File: src/rtl/fifo_rd_stream.sv
// fifo_rd_stream: drains a counted burst from a FIFO read port onto a valid/ready stream
// Ports: i_clk/i_rst_n clock and async active-low reset; i_start/i_len launch a transfer;
// o_busy/o_done/o_rd_cnt report progress; o_fifo_rd_en/i_fifo_empty/i_fifo_data face the
// upstream FIFO; o_valid/o_data/o_last/i_ready form the downstream stream.
module fifo_rd_stream #(
  parameter int WIDTH = 32,
  parameter string FWFT = "FALSE",
  parameter int LEN_WIDTH = 16,
  parameter int BUF_DEPTH = 2
) (
  input  logic                 i_clk,
  input  logic                 i_rst_n,
  input  logic                 i_start,
  input  logic [LEN_WIDTH-1:0] i_len,
  output logic                 o_busy,
  output logic                 o_done,
  output logic                 o_fifo_rd_en,
  input  logic                 i_fifo_empty,
  input  logic [WIDTH-1:0]     i_fifo_data,
  output logic                 o_valid,
  output logic [WIDTH-1:0]     o_data,
  output logic                 o_last,
  input  logic                 i_ready,
  output logic [LEN_WIDTH-1:0] o_rd_cnt
);
  localparam logic [1:0] IDLE = 2'd0, READ = 2'd1, DRAIN = 2'd2, DONE = 2'd3;
  localparam bit FT = FWFT == "TRUE";
  localparam int PW = $clog2(BUF_DEPTH);
  localparam int CW = $clog2(BUF_DEPTH + 2) + 1;
  localparam logic [PW-1:0] PMAX = PW'(BUF_DEPTH - 1);
  logic [1:0] state_q, state_d;
  logic [LEN_WIDTH-1:0] len_q, len_d, issued_q, issued_d, rd_cnt_q, rd_cnt_d;
  logic inflight_q, inflight_d;
  logic [PW-1:0] wr_ptr_q, wr_ptr_d, rd_ptr_q, rd_ptr_d;
  logic [CW-1:0] count_q, count_d;
  logic [WIDTH-1:0] mem_q [BUF_DEPTH];
  logic [WIDTH-1:0] mem_d [BUF_DEPTH];
  logic pop, cap, start_ok;
  assign o_valid = count_q != '0;
  assign pop = o_valid & i_ready;
  // a word in flight already owns a buffer slot; a same-cycle pop frees one
  assign o_fifo_rd_en = state_q == READ && !i_fifo_empty && issued_q < len_q &&
                        count_q + CW'(inflight_q) - CW'(pop) < CW'(BUF_DEPTH);
  assign cap = FT ? o_fifo_rd_en : inflight_q;
  assign o_data = o_valid ? mem_q[rd_ptr_q] : '0;
  assign o_last = o_valid && rd_cnt_q == len_q - LEN_WIDTH'(1);
  assign o_busy = state_q != IDLE;
  assign o_done = state_q == DONE;
  assign o_rd_cnt = rd_cnt_q;
  always_comb begin
    start_ok = state_q == IDLE && i_start;
    len_d = start_ok ? i_len : len_q;
    issued_d = start_ok ? '0 : issued_q + LEN_WIDTH'(o_fifo_rd_en);
    rd_cnt_d = start_ok ? '0 : rd_cnt_q + LEN_WIDTH'(pop);
    inflight_d = !FT && o_fifo_rd_en;
    count_d = count_q + CW'(cap) - CW'(pop);
    wr_ptr_d = cap ? (wr_ptr_q == PMAX ? '0 : wr_ptr_q + PW'(1)) : wr_ptr_q;
    rd_ptr_d = pop ? (rd_ptr_q == PMAX ? '0 : rd_ptr_q + PW'(1)) : rd_ptr_q;
    mem_d = mem_q;
    if (cap) mem_d[wr_ptr_q] = i_fifo_data;
    state_d = state_q == IDLE  ? (i_start ? (i_len == '0 ? DONE : READ) : IDLE) :
              state_q == READ  ? (issued_d == len_q ? DRAIN : READ) :
              state_q == DRAIN ? (rd_cnt_d == len_q ? DONE : DRAIN) : IDLE;
  end
  always_ff @(posedge i_clk or negedge i_rst_n)
    if (!i_rst_n) begin
      state_q <= IDLE;
      len_q <= '0;
      issued_q <= '0;
      rd_cnt_q <= '0;
      inflight_q <= 1'b0;
      wr_ptr_q <= '0;
      rd_ptr_q <= '0;
      count_q <= '0;
      mem_q <= '{default: '0};
    end else begin
      state_q <= state_d;
      len_q <= len_d;
      issued_q <= issued_d;
      rd_cnt_q <= rd_cnt_d;
      inflight_q <= inflight_d;
      wr_ptr_q <= wr_ptr_d;
      rd_ptr_q <= rd_ptr_d;
      count_q <= count_d;
      mem_q <= mem_d;
    end
endmodule

File: config.mk
export PLATFORM = sky130hd
export DESIGN_NAME = fifo_rd_stream
export DESIGN_NICKNAME = d
export VERILOG_FILES = /design/src/rtl/fifo_rd_stream.sv
export SDC_FILE = /design/constraint.sdc
export NUM_CORES = 1
export LEC_CHECK = 0
export CAP_MARGIN = 15
export CORE_ASPECT_RATIO = 0.9
export CORE_UTILIZATION = 45
export DETAILED_ROUTE_END_ITERATION = 16
export PLACE_DENSITY = 0.69
export SYNTH_ARGS = -nofsm -noshare
export SYNTH_HDL_FRONTEND = slang
export SYNTH_SLANG_ARGS = --single-unit
export TNS_END_PERCENT = 20
File: constraint.sdc
create_clock -name i_clk -period 9.7 [get_ports i_clk]
set_input_delay 2.91 -clock i_clk [delete_from_list [all_inputs] [get_ports i_clk]]
set_output_delay 2.91 -clock i_clk [all_outputs]
set_load 0.02 [all_outputs]
==> flow_summary.json <==
{
  "routed_via_density": 5.71,
  "fin_cells": 988,
  "cts.sinks": 120,
  "hold_viol_final": 0,
  "area_growth_pct": 26.0,
  "gp_congestion": 0.921,
  "synth.distinct_cells": 63,
  "whs_path_depth": 1,
  "finalNetCount": 852,
  "postLayoutCellArea_mm2": 0.00868,
  "cts_tree": "yes",
  "cellLeakagePower_nw": 3.69,
  "ir_drop_mv": 0.185,
  "regArea_mm2": 0.00300,
  "synthArstFlopShare": 1.00,
  "rsz0062_at_grt": "false",
  "ys_ff_latch": 120,
  "setup_tns_ns": 0,
  "grt_pass1_vias": 5485,
  "synth_flop_cell": "dfrtp_1",
  "antenna_cells": 0,
  "die_h_um": 119,
  "numCtsBuffers": 17,
  "grt_pass1_wl_um": 28600,
  "post-route-min-period_ns": 8.91,
  "path_clk_slew_ns": 0.06,
  "grt-ovfl-total": 0,
  "antenna_found_initial": 0,
  "mostFrequentLayoutCell": "dfrtp_1",
  "initial_core_util": 0.465,
  "regToRegStartpoint": "count_q[1]",
  "yosys_warnings": 0,
  "critPathArrivalTime_ns": 6.00,
  "critical_path_class": "in -> out",
  "postCtsSetupBuffers": 0,
  "p_per_area_mw_per_mm2": 297,
  "io_pins": 106,
  "syn_nets": 761,
  "port_buffers": 105,
  "drv_slew": 0,
  "grt.total_usage": 0.231,
  "synthTopCellsByArea": "dfrtp_1 (44%), mux2_2 (10%), mux2i_1 (6.0%), xnor2_1 (4.7%), ha_1 (3.8%)",
  "grt_max_degree": 66,
  "worstPathRequired_ns": 6.79,
  "synth.cell_area_mm2": 0.00689,
  "vias": 5644,
  "status": "finished, final reports clean",
  "mostFrequentLayoutCells": "dfrtp_1 (119), clkdlybuf4s50_1 (104), nor2_1 (65), mux2_2 (64)",
  "max_freq_ghz": 0.112,
  "hold_ws_ns": 0.504,
  "nFillCells": 1254,
  "holdBufCountCts": 0,
  "skew_ns": 0.00758,
  "drv_cap": 0,
  "clock_path_buffers": 2,
  "worstPathMaxFanout": 4,
  "chipWidth_um": 132,
  "cts_root_buf": "clkbuf_16",
  "fin_crit_sh": 0.919,
  "startpoint_type": "input pin",
  "synthCells": 686,
  "drive_gt1_frac": 0.148,
  "avgSynthCellArea_um2": 10.0,
  "drc": 0,
  "tightest_slew_ns": 1.04,
  "dp.cells": 956,
  "slew-limit-headroom": 0.304,
  "cts_max_level": 4,
  "drt-initial-drc-count": 361,
  "antenna_left": 0,
  "endpoint_kind": "output pin",
  "synth_top_cell_area_share": 0.436,
  "hold_class": "reg -> reg",
  "crit_start": "i_ready",
  "placementRows": 42,
  "reg2reg_depth": 19,
  "synth_edf_count": 0,
  "cts.repair.resized": 0,
  "die_area_mm2": 0.0158,
  "drt_pre_antenna_iters": 7,
  "ys_seq_area_frac": 0.436,
  "routed_wl_um": 17500,
  "dpl_cell_area_mm2": 0.00809,
  "core_mm2": 0.0148,
  "multiInputGateArea_mm2": 0.00364,
  "worstHoldStart": "mem_q[6]",
  "yosysTopAreaCell": "dfrtp_1",
  "setup_viol": 0,
  "insertion_delay_ns": 0.42,
  "dpl.hpwl_um": 12300,
  "routedWlPerCell_um": 17.8
}
## critical path, stage by stage
cell and delay [ns]:
clkdlybuf4s50_1 0.45, nand2_1 0.13, xnor2_1 0.19, ha_1 0.17
inv_1 0.05, fa_1 0.37, xnor2_1 0.17, nor4_1 0.26
o2111ai_1 0.15, a21oi_1 0.43, clkdlybuf4s50_1 0.71
## state kept, by name, summed over array words and instances (netlist names)
name / flops
mem_q: 64
issued_q: 16
len_q: 16
o_rd_cnt: 16
count_q: 3
state_q: 2
cap: 1
rd_ptr_q: 1
wr_ptr_q: 1
## cells by family after synthesis
kind of cell               share of synthesized area
and+or+nand+nor                                0.167
DFF                                            0.436
muxes                                          0.164
AOI/OAI and AO/OA                             0.0895
buffers and inverters                         0.0378
xor gates and xnor gates                      0.0648
adders and majority gates                     0.0410
## layer usage
layer | share of wire | GRT usage | vias to the layer above | routed length (µm)
met3 | 0.066 | 0.0451 | 26 | 1160
li1 | - | - | 2630 | -
met2 | 0.47 | 0.360 | 234 | 8190
met1 | 0.45 | 0.323 | 2754 | 7940
met5 | 0 | 0 | - | 0
met4 | 0.014 | 0.0747 | 0 | 244
## Yosys cell counts (4+ instances only)
master / count
nor2_1: 65
dfrtp_1: 120
and2_1: 7
nand3_1: 21
o21ai_0: 29
buf_2: 4
inv_1: 29
nor2b_1: 5
mux2i_1: 41
a21o_1: 7
o21a_1: 4
clkbuf_1: 26
nor3_1: 14
or3_1: 8
nand2_1: 41
ha_1: 21
nor4_1: 15
nand4_1: 16
nand2b_1: 8
a21oi_1: 24
xor2_1: 14
mux2_2: 64
xnor2_1: 37
buf_1: 9
## path summary, 6_finish.rpt
kind | to | slack, ns
worst min register to register | mem_q[6] | 0.50
min in group asynchronous | mem_q[34] | 2.54
max in group asynchronous | issued_q[10] | 5.84
worst min-delay path | mem_q[6] | 0.50
worst max-delay path | o_fifo_rd_en | 0.79
worst max register to register | state_q[0] | 4.46
## where the power goes
part           total, mW  internal, mW  leakage, nW  switching (mW)
sequential         0.860         0.684         1.47           0.177
combinational       1.10         0.573         1.94           0.527
clock              0.620         0.372        0.280           0.247
## stage by stage
step | worst slack (ns) | total power [mW] | utilization
finish | 0.788 | 2.58 | 0.586
global route | 0.604 | 2.73 | 0.586
CTS | 0.801 | 2.60 | 0.586
detailed placement | 0.839 | 1.97 | 0.546
global placement | 0.975 | 1.93 | 0.546
floorplan | 2.16 | 1.53 | -
## area by class of cell
cell class              instances  share of cell area
clock buffers                  19              0.0522
clock inverters                13              0.0154
inverters                      29              0.0125
multi-input cells             498               0.419
flip-flops and latches        120               0.346
well taps                     198              0.0285
repair buffers                111               0.126
No activity file was read; power rests on OpenSTA's default activity.
